===== config.mk =====
export PLATFORM = sky130hd
export DESIGN_NAME = ldpc_dec_ctrl
export DESIGN_NICKNAME = d
export VERILOG_FILES = /design/src/rtl/ldpc_dec_ctrl.sv
export SDC_FILE = /design/constraint.sdc
export NUM_CORES = 1
export LEC_CHECK = 0
export ABC_AREA = 1
export CORE_UTILIZATION = 45
export CTS_CLUSTER_DIAMETER = 30
export DETAILED_ROUTE_END_ITERATION = 8
export HOLD_SLACK_MARGIN = 0.08
export PLACE_DENSITY = 0.79
export SLEW_MARGIN = 25
export SYNTH_ARGS = -nofsm -noshare
export SYNTH_HDL_FRONTEND = slang
export SYNTH_SLANG_ARGS = --single-unit

===== constraint.sdc =====
create_clock -name clk -period 3.65 [get_ports clk]
set_input_delay 0.73 -clock clk [delete_from_list [all_inputs] [get_ports clk]]
set_output_delay 0.73 -clock clk [all_outputs]
set_load 0.01 [all_outputs]

===== src/rtl/ldpc_dec_ctrl.sv =====
// Sequencing controller for the QC-LDPC decoder array: config/LLR load, bounded iteration, result handoff.
// Optional feature macro: LDPC_EARLY_TERM_EN (stop as soon as the syndrome is zero at an iteration boundary).
module ldpc_dec_ctrl #(
  parameter int unsigned data_w   = 8,
  parameter int unsigned R        = 5,
  parameter int unsigned C        = 3,
  parameter int unsigned D        = 8,
  parameter int unsigned MAX_ITER = 10,
  parameter int unsigned ITER_CYC = 4,
  localparam int unsigned NBLK    = C * R,
  localparam int unsigned NVAR    = R * D,
  localparam int unsigned CFG_AW  = (NBLK > 1) ? $clog2(NBLK) : 1,
  localparam int unsigned L_AW    = (NVAR > 1) ? $clog2(NVAR) : 1,
  localparam int unsigned CYC_W   = (ITER_CYC > 1) ? $clog2(ITER_CYC) : 1
) (
  input  logic              clk,
  input  logic              rst,
  input  logic              start,
  input  logic              cfg_we,
  input  logic [CFG_AW-1:0] cfg_addr,
  input  logic [data_w-1:0] cfg_data,
  output logic              mtx_we,
  output logic [CFG_AW-1:0] mtx_addr,
  output logic [data_w-1:0] mtx_data,
  input  logic              llr_valid,
  input  logic [data_w-1:0] llr_data,
  output logic              llr_ready,
  output logic              l_we,
  output logic [L_AW-1:0]   l_addr,
  output logic [data_w-1:0] l_data,
  output logic              dp_clr,
  output logic              dp_run,
  input  logic [NVAR-1:0]   dec,
  input  logic              syn_zero,
  output logic              out_valid,
  input  logic              out_ready,
  output logic [NVAR-1:0]   dec_out,
  output logic [7:0]        iter_out,
  output logic              converged,
  output logic              busy
);

  typedef enum logic [2:0] {S_IDLE, S_LOAD, S_CLEAR, S_RUN, S_DONE} state_t;

  state_t              state_q, state_d;
  logic [L_AW-1:0]     llr_cnt_q, llr_cnt_d;
  logic [CYC_W-1:0]    cyc_q, cyc_d;
  logic [7:0]          iter_q, iter_d;
  logic                mtx_we_q, mtx_we_d;
  logic [CFG_AW-1:0]   mtx_addr_q, mtx_addr_d;
  logic [data_w-1:0]   mtx_data_q, mtx_data_d;
  logic                llr_ready_q, llr_ready_d;
  logic                l_we_q, l_we_d;
  logic [L_AW-1:0]     l_addr_q, l_addr_d;
  logic [data_w-1:0]   l_data_q, l_data_d;
  logic                dp_clr_q, dp_clr_d;
  logic                dp_run_q, dp_run_d;
  logic                out_valid_q, out_valid_d;
  logic [NVAR-1:0]     dec_out_q, dec_out_d;
  logic [7:0]          iter_out_q, iter_out_d;
  logic                converged_q, converged_d;
  logic                busy_q, busy_d;

  logic                cfg_ok_c;
  logic                llr_last_c;
  logic                cyc_last_c;
  logic                iter_last_c;
  logic                term_c;

  assign cfg_ok_c    = cfg_we && (32'(cfg_addr) < NBLK);
  assign llr_last_c  = (llr_cnt_q == L_AW'(NVAR - 1));
  assign cyc_last_c  = (cyc_q == CYC_W'(ITER_CYC - 1));
  assign iter_last_c = (8'(iter_q + 8'd1) == 8'(MAX_ITER));

`ifdef LDPC_EARLY_TERM_EN
  assign term_c = iter_last_c | syn_zero;
`else
  assign term_c = iter_last_c;
`endif

  // Next-state, counters and registered-output next values
  always_comb begin
    state_d     = state_q;
    llr_cnt_d   = llr_cnt_q;
    cyc_d       = cyc_q;
    iter_d      = iter_q;
    mtx_we_d    = 1'b0;
    mtx_addr_d  = mtx_addr_q;
    mtx_data_d  = mtx_data_q;
    l_we_d      = 1'b0;
    l_addr_d    = l_addr_q;
    l_data_d    = l_data_q;
    dec_out_d   = dec_out_q;
    iter_out_d  = iter_out_q;
    converged_d = converged_q;

    case (state_q)
      S_IDLE: begin
        if (cfg_ok_c) begin
          mtx_we_d   = 1'b1;
          mtx_addr_d = cfg_addr;
          mtx_data_d = cfg_data;
        end
        if (start) begin
          state_d   = S_LOAD;
          llr_cnt_d = '0;
        end
      end
      S_LOAD: begin
        if (llr_valid && llr_ready_q) begin
          l_we_d   = 1'b1;
          l_addr_d = llr_cnt_q;
          l_data_d = llr_data;
          if (llr_last_c) begin
            state_d   = S_CLEAR;
            llr_cnt_d = '0;
          end else begin
            llr_cnt_d = llr_cnt_q + L_AW'(1);
          end
        end
      end
      S_CLEAR: begin
        iter_d  = '0;
        cyc_d   = '0;
        state_d = S_RUN;
      end
      S_RUN: begin
        if (cyc_last_c) begin
          cyc_d  = '0;
          iter_d = iter_q + 8'd1;
          if (term_c) begin
            dec_out_d   = dec;
            iter_out_d  = iter_q + 8'd1;
            converged_d = syn_zero;
            state_d     = S_DONE;
          end
        end else begin
          cyc_d = cyc_q + CYC_W'(1);
        end
      end
      S_DONE: begin
        if (out_ready) state_d = S_IDLE;
      end
      default: state_d = S_IDLE;
    endcase

    // State-decoded outputs are registered alongside the state they describe
    llr_ready_d = (state_d == S_LOAD);
    dp_clr_d    = (state_d == S_CLEAR);
    dp_run_d    = (state_d == S_RUN);
    out_valid_d = (state_d == S_DONE);
    busy_d      = (state_d != S_IDLE);
  end

  always_ff @(posedge clk or posedge rst) begin
    if (rst) begin
      state_q     <= S_IDLE;
      llr_cnt_q   <= '0;
      cyc_q       <= '0;
      iter_q      <= '0;
      mtx_we_q    <= 1'b0;
      mtx_addr_q  <= '0;
      mtx_data_q  <= '0;
      llr_ready_q <= 1'b0;
      l_we_q      <= 1'b0;
      l_addr_q    <= '0;
      l_data_q    <= '0;
      dp_clr_q    <= 1'b0;
      dp_run_q    <= 1'b0;
      out_valid_q <= 1'b0;
      dec_out_q   <= '0;
      iter_out_q  <= '0;
      converged_q <= 1'b0;
      busy_q      <= 1'b0;
    end else begin
      state_q     <= state_d;
      llr_cnt_q   <= llr_cnt_d;
      cyc_q       <= cyc_d;
      iter_q      <= iter_d;
      mtx_we_q    <= mtx_we_d;
      mtx_addr_q  <= mtx_addr_d;
      mtx_data_q  <= mtx_data_d;
      llr_ready_q <= llr_ready_d;
      l_we_q      <= l_we_d;
      l_addr_q    <= l_addr_d;
      l_data_q    <= l_data_d;
      dp_clr_q    <= dp_clr_d;
      dp_run_q    <= dp_run_d;
      out_valid_q <= out_valid_d;
      dec_out_q   <= dec_out_d;
      iter_out_q  <= iter_out_d;
      converged_q <= converged_d;
      busy_q      <= busy_d;
    end
  end

  assign mtx_we    = mtx_we_q;
  assign mtx_addr  = mtx_addr_q;
  assign mtx_data  = mtx_data_q;
  assign llr_ready = llr_ready_q;
  assign l_we      = l_we_q;
  assign l_addr    = l_addr_q;
  assign l_data    = l_data_q;
  assign dp_clr    = dp_clr_q;
  assign dp_run    = dp_run_q;
  assign out_valid = out_valid_q;
  assign dec_out   = dec_out_q;
  assign iter_out  = iter_out_q;
  assign converged = converged_q;
  assign busy      = busy_q;

endmodule


==> results.toml <==
[status]
status = "finished, final reports clean"

[synth]
ys_warn_count = 0
synth_area_leaders = "dfrtp_1 (59%), nand2_1 (11%), inv_1 (8.0%)"
synth.distinct_cells = 32
synthCells = 467
ys_seq_area_share_pct = 58.7
synth_top_area_share_pct = 58.7
syn_area_mm2 = 0.00430
synth.avg_cell_area_um2 = 9.22
ys_seq_elements = 101
synth_fp_nets = 538
synth.largest_area_cell = "dfrtp_1"

[worst_setup_path]
path_class = "reg2reg"
cp_slowest_stage_delay_ps = 540
cp_max_fo = 47
r2r_slack_ps = 1040
critPathCaptureType = "register"
cpMostUsedCell = "nand2_1"
worstPathCellList = "ha_1 -> inv_1 -> nand2_1 -> nand2_1 -> nand2_1 -> nand3b_1 -> nor2_2 -> nand4_4 -> buf_4 -> nand2_1 -> o21ai_2"
cp.required_ps = 3880
cp.arrival_ps = 2850
startpoint_type = "register"
cp_slowest_cell = "nand4_4"

[timing]
drv_slew = 0
hold_viol = 0
relSlewSlack_pct = 52.2
setup_tns_ps = 0
tightest_slew_ps = 707
skew_ps = 11.8
setup_viol = 0
fin_crit_ps = 2610
rsz0062_at_grt = "no"
post-route-period-util_pct = 71.6
setup_slack_ps = 1040
fmax_ghz = 0.383

[clock_tree]
cts_buffers = 9
hold_buffers = 0
cts_tree = "done"
cts_resized = 0
clockBufferDepth = 2
clk_pin_slew_ps = 90
postCtsSetupRepairBufs = 0
cts.sinks = 101
clk_latency_ps = 360
htree_num_levels = 3
root_buffer = "clkbuf_8"

[drt]
via_per_inst = 4.61
vias = 3460
drc = 0
wirelength_mm = 9.77
wl_per_cell_um = 13.0
drt-initial-drc-count = 103
drtPass1Iterations = 4
antenna_left = 0

[finish]
syn2layout_area_growth_pct = 41.2
fillCellCount = 739
drive_above_1_share_pct = 9.50
final_nets = 687
diodes = 0
stdcell_count = 750
final_util_pct = 65.8

[power_and_ir_drop]
power_density_mw_per_mm2 = 407
ir_drop_mv = 0.301
leakage_uw = 0.00302

[grt]
grt_start_max_net_pins = 56
grt_use_total_pct = 20.8
grt_pass1_vias = 3435
antenna_found_initial = 0
grt.overflow.total = 0
grt_pass1_wl_mm = 16.2

[placed_design]
dp_hpwl_mm = 7.21
portBuffers = 148
post-place-ws_ps = 1010
placed_cells = 734
gp_congestion = 0.815

[die]
die_w_um = 99.8
top_level_ports = 149
core_mm2 = 0.00924
rows = 35
start_util_pct = 46.6
die_area_mm2 = 0.00996
die_h_um = 99.8

[flow_run]
cap_viol_max_count = 0

[worst_hold_path]
hold_path_class = "reg2reg"
cell type report:
type,count,area [um2],share of cell area (%)
Clock buffer,11,151,2.49
Tap cell,129,161,2.66
Timing Repair Buffer,152,1520,25.1
Clock inverter,5,42.5,0.700
Inverter,93,352,5.78
Multi-Input combinational cell,259,1320,21.7
Sequential cell,101,2530,41.6
per-layer routing:
metal	vias to the layer above	wire (um)	GRT usage [%]
met5	-	0	0
met4	0	118	8.60
met3	12	492	3.48
met2	96	4830	35.2
met1	1612	4320	26.7
li1	1740	-	-
flip-flops by register name, summed over array words and instances (netlist names), 2 cells and up:
register	flops
iter_out	8
cyc_q	2
iter_q	8
mtx_data	8
dec_out	40
llr_cnt_q	6
mtx_addr	4
l_addr	6
state_q	3
l_data	8
cell families after synthesis:
group / Yosys count / synth area share, %
flip-flops: 101 / 58.7
buffers and inverters: 107 / 10.8
AO/OA/AOI/OAI: 85 / 12.5
AND/OR/NAND/NOR: 170 / 16.8
adder cells (fa/ha/maj): 4 / 1.16
placed cells by master (no fill, tap or decap), drive strengths merged:
cell,n
a31oi,1
ha,4
a22o,1
nor2,19
o22ai,5
dfrtp,101
a211oi,1
a21oi,6
clkbuf,11
nor3,3
clkinvlp,3
nand3b,1
o31ai,1
or2,1
nand3,11
inv,94
a41oi,1
clkinv,1
nand4,4
clkdlybuf4s50,148
o21ai,68
o21bai,1
buf,4
nand2,131
synth_stat cells:
cell type and n:
o21ai_0 27, inv_1 92, nand2_2 3, a21oi_1 6
inv_2 1, nand2_1 128, nand4_1 3, clkbuf_1 3
a41oi_1 1, nand3_2 2, dfrtp_1 101, nand3_1 9
o21ai_2 24, nand4_2 1, a31oi_1 1, ha_1 4
buf_6 8, o21bai_1 1, o22ai_1 5, a211oi_1 1
nor2_4 2, or2_2 1, clkbuf_2 1, nand3b_1 1
nor3_1 2, nor3_2 1, a22o_1 1, o31ai_1 1
o21ai_1 17, buf_2 2, nor2_1 14, nor2_2 3
report_power, final:
part / internal (uW) / switching (uW)
Sequential: 1230 / 60.4
Combinational: 279 / 219
Clock: 291 / 395
Total: 1800 / 674
worst paths after layout:
check,startpoint,end,cells past startpoint
worst max-delay path,iter_q[0],dec_out[14],11
min in group asynchronous,rst,mtx_data[7],2
max in group asynchronous,rst,dp_run,3
worst max register to register,iter_q[0],dec_out[14],11
worst min-delay path,iter_out[5],iter_out[5],2
worst min register to register,iter_out[5],iter_out[5],2
critical path: cells and delay by family, from the launching register on:
kind / cells / cell delay, ps
AOI/OAI and AO/OA: 1 / 50
adders and majority gates: 1 / 280
buffers and inverters: 2 / 540
DFF: 1 / 470
and+or+nand+nor: 7 / 1120
through the flow:
stage,total power [uW],area (um2),hold WS [ps]
2_1_floorplan,1500,4300,433
3_3_place_gp,1800,5880,448
3_5_place_dp,1810,5880,456
4_1_cts,2500,6080,481
5_1_grt,2600,6080,493
6_report,2470,6080,475
Note: power is estimated with default switching activity, not from simulation.
